$ cat src/rtl/fifo_pkg.sv
// fifo_pkg
// Shared definitions for the FIFO family (single-clock and dual-clock):
// default geometry, read-mode selectors and a constant log2 helper.
package fifo_pkg;

  localparam int DEF_WIDTH = 32;
  localparam int DEF_DEPTH = 16;

  // Read-mode selectors for the FWFT parameter
  localparam int MODE_STD  = 0;
  localparam int MODE_FWFT = 1;

  // Ceiling log2, usable in parameter context. Returns 0 for value <= 1.
  function automatic int clog2(input int value);
    int r;
    r = 0;
    for (int i = 0; i < 31; i++) begin
      if ((1 << r) < value) r = r + 1;
    end
    return r;
  endfunction

endpackage

$ cat src/rtl/fifo_mem.sv
// fifo_mem
// DEPTH x WIDTH register array with one synchronous write port and one
// asynchronous (combinational) read port. Contents are not reset.
// Ports:
//   clk      - write clock
//   we_i     - write strobe
//   waddr_i  - write address
//   wdata_i  - write data
//   raddr_i  - read address
//   rdata_o  - read data, combinational from raddr_i
module fifo_mem #(
  parameter int WIDTH = 32,
  parameter int DEPTH = 16,
  parameter int AW    = 4
) (
  input  logic             clk,
  input  logic             we_i,
  input  logic [AW-1:0]    waddr_i,
  input  logic [WIDTH-1:0] wdata_i,
  input  logic [AW-1:0]    raddr_i,
  output logic [WIDTH-1:0] rdata_o
);

  logic [WIDTH-1:0] mem_q [DEPTH];

  always_ff @(posedge clk) begin
    if (we_i) mem_q[waddr_i] <= wdata_i;
  end

  assign rdata_o = mem_q[raddr_i];

endmodule

$ cat src/rtl/sync_fifo_param.sv
// sync_fifo_param
// Single-clock parametrised FIFO with occupancy count, programmable
// almost-full/almost-empty thresholds, sticky overflow/underflow flags and
// a selectable read mode (registered read or first-word-fall-through).
// Ports:
//   clk, resetn           - clock, asynchronous active-low reset
//   write_enable/data     - push request and data
//   read_enable           - pop request
//   read_data/read_valid  - popped word (std) or queue head (FWFT)
//   full/empty/almost_*   - status, decoded from the registered count
//   count                 - occupancy 0..DEPTH
//   overflow/underflow    - sticky error flags
//   clear_flags           - synchronous clear of the sticky flags
module sync_fifo_param
  import fifo_pkg::*;
#(
  parameter int WIDTH = DEF_WIDTH,
  parameter int DEPTH = DEF_DEPTH,
  parameter int AF_TH = DEPTH - 2,
  parameter int AE_TH = 2,
  parameter int FWFT  = MODE_STD,
  localparam int AW   = clog2(DEPTH)
) (
  input  logic             clk,
  input  logic             resetn,
  input  logic             write_enable,
  input  logic [WIDTH-1:0] write_data,
  input  logic             read_enable,
  output logic [WIDTH-1:0] read_data,
  output logic             read_valid,
  output logic             full_flag,
  output logic             empty_flag,
  output logic             almost_full_flag,
  output logic             almost_empty_flag,
  output logic [AW:0]      count,
  output logic             overflow_flag,
  output logic             underflow_flag,
  input  logic             clear_flags
);

  localparam logic [AW:0] FULL_C = (AW+1)'(DEPTH);
  localparam logic [AW:0] AF_C   = (AW+1)'(AF_TH);
  localparam logic [AW:0] AE_C   = (AW+1)'(AE_TH);

  logic [AW-1:0]    wr_ptr_q, wr_ptr_d;
  logic [AW-1:0]    rd_ptr_q, rd_ptr_d;
  logic [AW:0]      count_q, count_d;
  logic             ovf_q, ovf_d;
  logic             unf_q, unf_d;
  logic             wr_ok, rd_ok;
  logic [WIDTH-1:0] mem_rdata;

  assign full_flag         = (count_q == FULL_C);
  assign empty_flag        = (count_q == '0);
  assign almost_full_flag  = (count_q >= AF_C);
  assign almost_empty_flag = (count_q <= AE_C);
  assign count             = count_q;
  assign overflow_flag     = ovf_q;
  assign underflow_flag    = unf_q;

  // No bypass: a write into an empty FIFO is not readable in the same cycle.
  assign wr_ok = write_enable && !full_flag;
  assign rd_ok = read_enable && !empty_flag;

  always_comb begin
    wr_ptr_d = wr_ptr_q;
    rd_ptr_d = rd_ptr_q;
    count_d  = count_q;
    if (wr_ok) wr_ptr_d = wr_ptr_q + AW'(1);
    if (rd_ok) rd_ptr_d = rd_ptr_q + AW'(1);
    case ({wr_ok, rd_ok})
      2'b10:   count_d = count_q + (AW+1)'(1);
      2'b01:   count_d = count_q - (AW+1)'(1);
      default: count_d = count_q;
    endcase
  end

  // A new violation wins over a same-cycle clear.
  always_comb begin
    ovf_d = ovf_q;
    unf_d = unf_q;
    if (write_enable && full_flag) ovf_d = 1'b1;
    else if (clear_flags)          ovf_d = 1'b0;
    if (read_enable && empty_flag) unf_d = 1'b1;
    else if (clear_flags)          unf_d = 1'b0;
  end

  always_ff @(posedge clk or negedge resetn) begin
    if (!resetn) begin
      wr_ptr_q <= '0;
      rd_ptr_q <= '0;
      count_q  <= '0;
      ovf_q    <= 1'b0;
      unf_q    <= 1'b0;
    end else begin
      wr_ptr_q <= wr_ptr_d;
      rd_ptr_q <= rd_ptr_d;
      count_q  <= count_d;
      ovf_q    <= ovf_d;
      unf_q    <= unf_d;
    end
  end

  fifo_mem #(
    .WIDTH (WIDTH),
    .DEPTH (DEPTH),
    .AW    (AW)
  ) u_mem (
    .clk     (clk),
    .we_i    (wr_ok),
    .waddr_i (wr_ptr_q),
    .wdata_i (write_data),
    .raddr_i (rd_ptr_q),
    .rdata_o (mem_rdata)
  );

  if (FWFT == MODE_FWFT) begin : g_fwft
    // Head of queue is always presented; read_enable just pops it.
    assign read_data  = mem_rdata;
    assign read_valid = !empty_flag;
  end else begin : g_std
    logic [WIDTH-1:0] rd_data_q, rd_data_d;
    logic             rd_valid_q;

    assign rd_data_d = rd_ok ? mem_rdata : rd_data_q;

    always_ff @(posedge clk or negedge resetn) begin
      if (!resetn) begin
        rd_data_q  <= '0;
        rd_valid_q <= 1'b0;
      end else begin
        rd_data_q  <= rd_data_d;
        rd_valid_q <= rd_ok;
      end
    end

    assign read_data  = rd_data_q;
    assign read_valid = rd_valid_q;
  end

endmodule

$ cat config.mk
export PLATFORM = sky130hd
export DESIGN_NAME = sync_fifo_param
export DESIGN_NICKNAME = d
export VERILOG_FILES = /design/src/rtl/fifo_pkg.sv /design/src/rtl/fifo_mem.sv /design/src/rtl/sync_fifo_param.sv
export SDC_FILE = /design/constraint.sdc
export NUM_CORES = 1
export LEC_CHECK = 0
export BUFFER_PORTS_ARGS = -buffer_cell sky130_fd_sc_hd__buf_2
export CAP_MARGIN = 15
export CORE_UTILIZATION = 35
export DETAILED_ROUTE_END_ITERATION = 6
export PLACE_DENSITY_LB_ADDON = 0.05
export SYNTH_ARGS = -nofsm -noshare
export SYNTH_HDL_FRONTEND = slang
export SYNTH_HIERARCHICAL = 1
export SYNTH_SLANG_ARGS = --single-unit
export TNS_END_PERCENT = 20
$ cat constraint.sdc
create_clock -name clk -period 7.5 [get_ports clk]
set_clock_uncertainty 0.2 [all_clocks]
set_input_delay 0.375 -clock clk [delete_from_list [all_inputs] [get_ports clk]]
set_output_delay 0.375 -clock clk [all_outputs]
set_load 0.02 [all_outputs]
==> results of run 1 <==
-- power by group --
group / switching (mW) / leakage, nW / total (mW) / internal (mW)
clock network: 1.20 / 0.910 / 2.81 / 1.61
logic: 1.47 / 2.17 / 2.69 / 1.22
registers: 0.272 / 5.20 / 4.13 / 3.85
total: 2.94 / 8.28 / 9.63 / 6.69
-- cell type report --
| cell class | instances | area share, % |
|---|---|---|
| Clock inverter | 31 | 0.973 |
| Timing Repair Buffer | 143 | 4.06 |
| Multi-Input combinational cell | 332 | 18.4 |
| Inverter | 3 | 0.0549 |
| Tap cell | 782 | 3.90 |
| Sequential cell | 560 | 66.1 |
| Clock buffer | 81 | 6.47 |
-- cells by family (layout without fill, tap and decap cells) --
| kind of cell | count (synthesis) | in the layout |
|---|---|---|
| AO/OA/AOI/OAI | 74 | 74 |
| XOR/XNOR | 12 | 12 |
| adder cells (fa/ha/maj) | 5 | 5 |
| buffers and inverters | 53 | 258 |
| flip-flops | 560 | 560 |
| multiplexers | 163 | 163 |
| AND/OR/NAND/NOR | 78 | 78 |
-- registers in the layout, indices dropped and copies added (netlist names) --
signal          cells
read_valid          1
read_data          32
underflow_flag      1
count               5
u_mem/mem_q       512
overflow_flag       1
rd_ptr_q            4
wr_ptr_q            4
-- worst paths after layout --
| check | startpoint | endpoint | slack, ps |
|---|---|---|---|
| worst max register to register | count[2] | count[4] | 4210 |
| worst min-delay path | resetn | read_data[0] | 240 |
| min in group clk | read_data[24] | read_data[24] | 300 |
| worst max-delay path | count[2] | count[4] | 4210 |
| worst min register to register | read_data[24] | read_data[24] | 300 |
| max in group asynchronous | resetn | rd_ptr_q[1] | 6180 |
-- per-stage QoR --
stage                     hold slack [ps]  area [um^2]  setup WS [ps]
after CTS                             255        25100           4130
after global placement                288        22800           4160
final                                 238        25100           4210
after detailed placement              288        22800           4130
after global routing                  300        25100           3930
after floorplan                      -121        21400           2970
-- routing by layer --
metal	vias to the layer above	wire, um	share of wire (%)	GRT usage (%)
met1	5414	22700	45	22.4
met4	0	924	1.8	4.55
met5	-	0	0	0
li1	4278	-	-	-
met2	147	25800	51	28.9
met3	66	1440	2.8	2.37
-- critical path: stages (launching register included) --
cell and delay (ps):
dfrtp_1 550, nor4_4 100, a21boi_4 150, buf_4 710, ha_1 450, xor2_1 180, ha_1 200, a211oi_1 80
nor4_1 400, xnor2_1 160
-- cells in the final DEF (no fill, tap or decap), types with 3 or more instances in the layout --
master | netlist | routed
nand2_1 | 37 | 37
clkbuf_16 | 0 | 62
nand2b_1 | 3 | 3
clkinv_2 | 0 | 11
nor3_2 | 0 | 4
xor2_1 | 6 | 6
edfxtp_1 | 512 | 512
nand3_1 | 3 | 3
buf_2 | 5 | 79
buf_4 | 12 | 23
xnor2_1 | 6 | 6
dlygate4sd3_1 | 0 | 37
dfrtp_1 | 48 | 46
clkinv_1 | 0 | 14
ha_1 | 5 | 5
a21oi_1 | 3 | 3
clkbuf_1 | 18 | 19
buf_12 | 2 | 4
mux4_2 | 128 | 128
nor2_4 | 0 | 13
a22oi_1 | 64 | 64
mux2_2 | 8 | 8
bufinv_16 | 0 | 3
mux2_4 | 27 | 27
-- repair_timing --
action / CTS / global route
hold buffers: 37 / 0
endpoints found under the hold margin: 563 / 0
setup endpoints to repair: 0 / 0
==> run metrics, run 1 <==
CTS tree done; Final Hold Fails 0; Placed Cells approximately 1800; die area 62100 um^2; die height 249 um; Root Buffer clkbuf_16; Synth Area in Adders 0.293%; Post-Syn Nets 987; Post-Synth XOR/XNOR Area less than 1%; Buffers on Ports 80; top_reg_cell synth edfxtp_1; placer's final routability congestion estimate 0.673; complex-gate fraction of the synthesized area 2.59%; worst-case reg-to-reg path depth 9; post-synth top area share 71.9%; drt first pass iters 5; antenna-violating nets left 0; Yosys Warn Count 6; Yosys top cell by area edfxtp_1; Yosys cell types 39; Hold WC Path Type primary input to async pin; CORE AREA 60400 um^2; synth top area cells edfxtp_1, mux4_2, dfrtp_1; Routed WL 50900 um; Pleak 8.28 nW; synthesized flop and latch total 560; IO Count 81; Clock Latency Late Sink 630 ps; DIE WIDTH around 250 um; # diodes 0; FILL cells 5299; main combinational cell family by area after synthesis multiplexers; floorplan row count 90; pwr/cell area between 300 and 400 nW/um^2; area grow syn2layout 17.3%; Synth async-reset ratio 8.57%; Setup TNS 0 ps; critical path endpoint category flip-flop; unrepaired setup endpoints after global routing no; Initial Util 35.4%; Final Power 9.63 mW; startpoint class of the critical path flip-flop; Post-Synth Simple-Gate Area 1.76%; Required @ worst endpoint 7830 ps; Final nets 1143; fin util between 40% and 50%; # DRC 0; EDFF count, synth 512; clock sinks 560; WS Path Type flip-flop to flip-flop; routed len/inst 26.4 um; clock buffer count from CTS 61; Cell Count, Final, Fillers Out 1932; status finished, final reports clean; area occupied by multi-input gates 4620 um^2; Synth Area per Inst between 20 and 25 um^2; post-synthesis cell area 21400 um^2; Slew headroom about 37%; final setup vio count 0; fraction of layout cells with a size suffix above 1 ~33%; pin count of the biggest net entering global routing 76; Post-CTS Resized 0; initial antenna violation count 0; Worst-path clk slew 60 ps; Seq/Total Area, Yosys ~78%; Vias 9905; initial DRC count 622; fin. max-slew vios 0; final worst-path cycle share 43.9%; arrival time at the worst endpoint 3630 ps; Post-synth top cells edfxtp_1, mux4_2, a22oi_1, dfrtp_1, nand2_1; Reg area approximately 17000 um^2; fmax 0.304 GHz; hpwl dp roughly 26000 um; CP max FO 39; DR vias/cell 5.13; post-synthesis mux area share between 10% and 20%; first-pass GRT wire length 75700 um; Mapped Cells around 950; vias in the first global route ~11000; max-cap violations 0; postcts setup bufs 0; grt total ovfl 0; Max VDD drop 0.000228 V; Clock Path Buffers 3; Slew @ Worst Pin 944 ps; Tot GR Track Use 16.8%; count leader, synth edfxtp_1; min cycle time layout 3290 ps; H-tree depth 2
Power figures use the tool's default switching activity.
==> run 2, diff against run 1 <==
--- a/config.mk
+++ b/config.mk
@@ -5,6 +5,7 @@
 export SDC_FILE = /design/constraint.sdc
 export NUM_CORES = 1
 export LEC_CHECK = 0
+export ABC_AREA = 1
 export BUFFER_PORTS_ARGS = -buffer_cell sky130_fd_sc_hd__buf_2
 export CAP_MARGIN = 15
 export CORE_UTILIZATION = 35
==> constraint.sdc (replaced) <==
create_clock -name clk -period 3.41 [get_ports clk]
set_clock_uncertainty 0.2 [all_clocks]
set_input_delay 0.1705 -clock clk [delete_from_list [all_inputs] [get_ports clk]]
set_output_delay 0.1705 -clock clk [all_outputs]
set_load 0.02 [all_outputs]
==> run 2 against run 1 <==
Effect of this change:
- non-clock buffer count is 25 higher
- via count increased by 60%
- final area rose by 12%
- largest cell class unchanged
==> run metrics, run 2 <==
Yosys top cell by area edfxtp_1; Worst-path clk slew 50 ps (about the same); initial antenna violation count 0 (unchanged); initial DRC count 967 (+55%); clock buffer count from CTS 66 (+8.2%); switching power 8.75 mW (+200%); commonest non-fill, non-tap cell in the layout nand2_1; die height 265 um (+6.3%); die area 70200 um^2 (+13%); Setup TNS 0 ps (unchanged); Root Buffer clkbuf_16; fin. max-slew vios 0 (unchanged); Post-synth top cells nand2_1, edfxtp_1, inv_1, nand3_1, dfrtp_1; count leader, synth nand2_1; Hold WC Path Type primary input to async pin; Synth async-reset ratio 8.57% (unchanged); Final Power 23.9 mW (+150%); # DRC 0 (unchanged); pin count of the biggest net entering global routing 168 (+120%); Mapped Cells 2330 (+150%); final setup vio count 0 (unchanged); routed len/inst 20.0 um (-24%); IO Count 81 (unchanged); postcts setup bufs 0 (unchanged); vias in the first global route 15600 (+45%); final setup margin 599 ps (-3610 ps); pwr/cell area 846 nW/um^2 (+120%); max reg flops 512 (unchanged); fin util 41.2% (-0.37 points); Final Hold Fails 0 (unchanged); critical path endpoint category flip-flop; Clock Latency Late Sink 600 ps (-30 ps); antenna-violating nets left 0 (unchanged); Vias 15900 (+60%); placer's final routability congestion estimate 0.762 (+13%); Required @ worst endpoint 3470 ps (-4360 ps); startpoint class of the critical path flip-flop; r2r setup slk 600 ps (-3610 ps); clock sinks 560 (unchanged); FF-to-FF End u_mem/mem_q[15][3]; CORE AREA 68500 um^2 (+13%); Synth Area per Inst 10.4 um^2 (-54%); synth top area cells edfxtp_1, nand2_1, nand3_1; area occupied by multi-input gates 5440 um^2 (+18%); switching part of the total 36.7% (+6.2 points); synthesized flop and latch total 560 (unchanged); Flop pwr share 36.7% (-6.2 points); most frequent cells in the layout nand2_1, edfxtp_1, inv_1; min cycle time layout 2810 ps (-482 ps); clock power share 30.2% (+1.0 points); # diodes 0 (unchanged); max-cap violations 0 (unchanged); worst-case reg-to-reg path depth 7 (-2); Comb power frac 33.1% (+5.2 points); arrival time at the worst endpoint 2870 ps (-760 ps); top_reg_cell synth edfxtp_1; fmax 0.356 GHz (+17%); Yosys Warn Count 6 (unchanged); EDFF count, synth 512 (unchanged); Routed WL 67600 um (+33%); Final nets 2496 (+120%); DR vias/cell 4.69 (-8.6%); Max VDD drop 0.000656 V (+190%); Reg area 16600 um^2 (about the same); floorplan row count 96 (+6.7%); Post-Syn Nets 2372 (+140%); Slew @ Worst Pin 1130 ps (+182 ps); first-pass GRT wire length 102000 um (+34%); Tot GR Track Use 19.6% (+2.8 points); reg-to-reg startpoint count[1]; drt first pass iters 4 (-1); post-synth top area share 63.6% (-8.4 points); status finished, final reports clean; Clock Path Buffers 3 (unchanged); hpwl dp 36100 um (+41%); area grow syn2layout 16.6%; P_int 15.1 mW (+130%); grt total ovfl 0 (unchanged); post-synthesis cell area 24200 um^2 (+13%); Buffers on Ports 80 (unchanged); CP max FO 14 (-64%); Initial Util 35.3% (-0.074 points); final worst-path cycle share 82.4% (+39 points); Seq/Total Area, Yosys 68.5% (-9.0 points); fraction of layout cells with a size suffix above 1 10.1% (-23 points); Slew headroom 25.0% (-12 points); DIE WIDTH 265 um (+6.3%); CTS tree done; FILL cells 6662 (+26%); Yosys cell types 25 (-36%); H-tree depth 3 (+1); unrepaired setup endpoints after global routing no; pre-CTS setup slack 656 ps (-3470 ps); WS Path Type flip-flop to flip-flop; Largest Register u_mem/mem_q; Pleak 12.2 nW (+47%)
run 2: through the flow:
stage | area, um^2 | instances | hold WS, ps
after floorplan | 24200 | 2330 | -325
after global placement | 25600 | 3231 | 157
after detailed placement | 25600 | 3231 | 167
after CTS | 28200 | 3385 | 76.7
after global routing | 28200 | 3385 | 108
final | 28200 | 3385 | 55.0
run 2: cells by family (layout without fill, tap and decap cells):
| kind of cell | Yosys count | in the layout | synth area share [%] |
|---|---|---|---|
| simple gates | 1228 | 1228 | 21.2 |
| xor+xnor | 8 | 8 | 0.290 |
| buf+inv | 520 | 693 | 9.51 |
| flops | 560 | 560 | 68.5 |
| compound gates | 9 | 9 | 0.197 |
| fa+ha+maj | 5 | 5 | 0.259 |
run 2: critical path: stages, from the launching register on:
cell and delay (ps):
dfrtp_1 470, nor2_2 80, nand3_1 130, nand2_2 190, inv_2 190, nand3_1 320, nor2_4 520, buf_4 370
run 2: area by class of cell:
cell class / count / share of cell area (%)
timing repair buffer: 168 / 4.68
inverter: 408 / 5.48
clock inverter: 28 / 1.18
sequential: 560 / 58.8
tap: 882 / 3.91
multi-input combinational: 1250 / 19.3
clock buffer: 89 / 6.65
run 2: worst max path at each step:
stage	start	end	slack, ps	cells past startpoint
finish	count[1]	u_mem/mem_q[15][3]	600	7
global route	count[1]	u_mem/mem_q[15][3]	500	7
CTS	count[1]	u_mem/mem_q[15][3]	630	7
detailed placement	count[1]	u_mem/mem_q[15][4]	660	7
global placement	count[1]	u_mem/mem_q[15][4]	650	7
floorplan	count[0]	u_mem/mem_q[4][0]	340	6
run 2: power groups by stage:
| stage | Clock (mW) | Combinational (mW) | Sequential, mW |
|---|---|---|---|
| CTS | 7.43 | 8.08 | 8.76 |
| global placement | 0 | 8.01 | 8.88 |
| detailed placement | 0 | 8.01 | 8.89 |
| finish | 7.20 | 7.90 | 8.75 |
| global route | 7.66 | 8.86 | 8.83 |
| floorplan | 0 | 5.16 | 9.10 |
run 2: layer usage:
metal,up-vias,global-route usage [%],routed length (um)
met5,-,0,0
met4,0,5.41,1240
met3,86,2.51,2260
met2,272,32.0,32100
met1,7754,27.4,31900
li1,7750,-,-
run 2: what timing repair did:
item                                   4_1_cts  5_1_grt
endpoints found under the hold margin      565        0
hold buffers                                37        0
gates resized for setup                      0        0
==> run 3, diff against run 2 <==
==> constraint.sdc (replaced) <==
create_clock -name clk -period 2.29 [get_ports clk]
set_clock_uncertainty 0.2 [all_clocks]
set_input_delay 0.1145 -clock clk [delete_from_list [all_inputs] [get_ports clk]]
set_output_delay 0.1145 -clock clk [all_outputs]
set_load 0.02 [all_outputs]
==> run 3 against run 2 <==
Effect of this change:
- core utilization up 0.94 points
- via count up 1.1%
- die area unchanged
- register-to-register slack worse by 440 ps
- largest cell class unchanged
- highest routed layer unchanged
==> run metrics, run 3 (synthesized netlist as in run 2, its figures left out) <==
vias in the first global route 15700 (+0.22%); CP top delay family buffers and inverters; final setup margin 160 ps (-439 ps); IO Count 81 (unchanged); Clock Path Buffers 3 (unchanged); initial antenna violation count 0 (unchanged); r2r setup slk 160 ps (-440 ps); fraction of layout cells with a size suffix above 1 11.9% (+1.8 points); fmax 0.470 GHz (+32%); Largest Register u_mem/mem_q; hpwl dp 38400 um (+6.3%); max reg flops 512 (unchanged); FF-to-FF End u_mem/mem_q[15][20]; clock sinks 560 (unchanged); unrepaired setup endpoints after global routing no; area grow syn2layout 19.2%; Slew @ Worst Pin 666 ps (-459 ps); # DRC 0 (unchanged); worst path cell trace nor2_4, nand3_1, nand2_2, buf_4, inv_2, nand3_1, buf_4, nor2_4, buf_4; die area 70200 um^2 (unchanged); Root Buffer clkbuf_16; Final nets 2540 (+1.8%); Initial Util 35.3% (unchanged); initial DRC count 1047 (+8.3%); Routed WL 68000 um (+0.69%); pwr/cell area 1250 nW/um^2 (+47%); Required @ worst endpoint 2350 ps (-1120 ps); CORE AREA 68500 um^2 (unchanged); most frequent CP cell buf_4; Worst-path clk slew 50 ps (about the same); WS Path Type flip-flop to flip-flop; fin. max-slew vios 0 (unchanged); CP peak stage delay 380 ps (-140 ps); FILL cells 6599 (-0.95%); critical path endpoint category flip-flop; CP max stage cell dfrtp_1; Slew headroom 55.6% (+31 points); reg-to-reg startpoint count[2]; Area after DPL 26300 um^2 (+2.7%); die height 265 um (unchanged); Max VDD drop 0.000659 V (+0.56%); worst-case reg-to-reg path depth 9 (+2); Clock Latency Late Sink 600 ps (about the same); DIE WIDTH 265 um (unchanged); Pleak 12.5 nW (+2.3%); startpoint class of the critical path flip-flop; CP max FO 16 (+2); floorplan row count 96 (unchanged); final worst-path cycle share 93.0% (+11 points); max-cap violations 0 (unchanged); Buffers on Ports 80 (unchanged); Hold EP overflow_flag; grt total ovfl 0 (unchanged); CTS tree done; Final Hold Fails 0 (unchanged); antenna-violating nets left 0 (unchanged); pin count of the biggest net entering global routing 78 (-54%); Tot GR Track Use 19.8% (+0.15 points); drt first pass iters 5 (+1); Hold WC Path Type primary input to flip-flop; DR vias/cell 4.67 (-0.26%); first-pass GRT wire length 102000 um (+0.33%); status finished, final reports clean; routed len/inst 19.8 um (-0.66%); placer's final routability congestion estimate 0.776 (+1.9%); final setup vio count 0 (unchanged); Vias 16000 (+1.1%); Design Area, Final 28800 um^2 (+2.3%); Final Power 36.0 mW (+51%); # diodes 0 (unchanged); H-tree depth 3 (unchanged); HP Start clear_flags; clock buffer count from CTS 68 (+3.0%); pre-CTS setup slack 148 ps (-508 ps); Hold Path Depth 3; most frequent cells in the layout nand2_1, edfxtp_1, inv_1; arrival time at the worst endpoint 2190 ps (-680 ps); CP bufs+invs 4 (+2); commonest non-fill, non-tap cell in the layout nand2_1; min cycle time layout 2130 ps (-681 ps)
## run 3: power breakdown
| group | switching, mW | total (mW) | internal (mW) | leakage, nW |
|---|---|---|---|---|
| clock | 4.18 | 10.1 | 5.96 | 1.02 |
| sequential | 0.468 | 13.0 | 12.5 | 5.21 |
| combinational | 8.75 | 12.9 | 4.11 | 6.25 |
## run 3: tightest hold or removal path, cell delays in order
cell	delay [ps]
dlygate4sd3_1	510
buf_2	100
o21ai_0	70
## run 3: through the flow
stage | util [%] | cells | hold slack, ps | TNS, ps
3_3_place_gp | 38.4 | 3270 | 69.9 | 0
5_1_grt | 42.1 | 3431 | 60.4 | 0
3_5_place_dp | 38.4 | 3270 | 75.5 | 0
2_1_floorplan | - | 2330 | -381 | -153830
4_1_cts | 42.1 | 3430 | 35.9 | 0
6_report | 42.1 | 3431 | 64.5 | 0
## run 3: how the worst max path moves through the flow
stage               startpoint  cells past startpoint                  end  slack (ps)
floorplan             count[0]                      6   u_mem/mem_q[12][0]        -320
global placement      count[3]                     16             count[4]          80
detailed placement    count[3]                     16             count[4]         150
CTS                   count[3]                     16             count[4]         100
global route          count[2]                     16             count[4]           8
finish                count[2]                      9  u_mem/mem_q[15][20]         160
## run 3: what timing repair did
item,4_1_cts,5_1_grt
gates resized for setup,0,8
endpoints found under the setup margin,0,2
setup buffers,0,1
hold buffers,39,0
hold endpoints to repair,570,0
## run 3: metal layers
layer / GRT usage [%] / vias to the layer above / share of wire (%)
met5: 0 / - / 0
met4: 5.47 / 0 / 2.3
met3: 2.82 / 96 / 3.4
met2: 33.1 / 316 / 49
met1: 26.7 / 7791 / 46
li1: - / 7832 / -
## run 3: final cells by class
cell class	count	area, um^2	area share (%)
clock buffers	97	1920	6.67
repair buffers	210	2060	7.13
multi-input cells	1250	5460	18.9
flip-flops and latches	560	16600	57.5
well taps	882	1100	3.83
inverters	408	1540	5.35
clock inverters	24	164	0.568
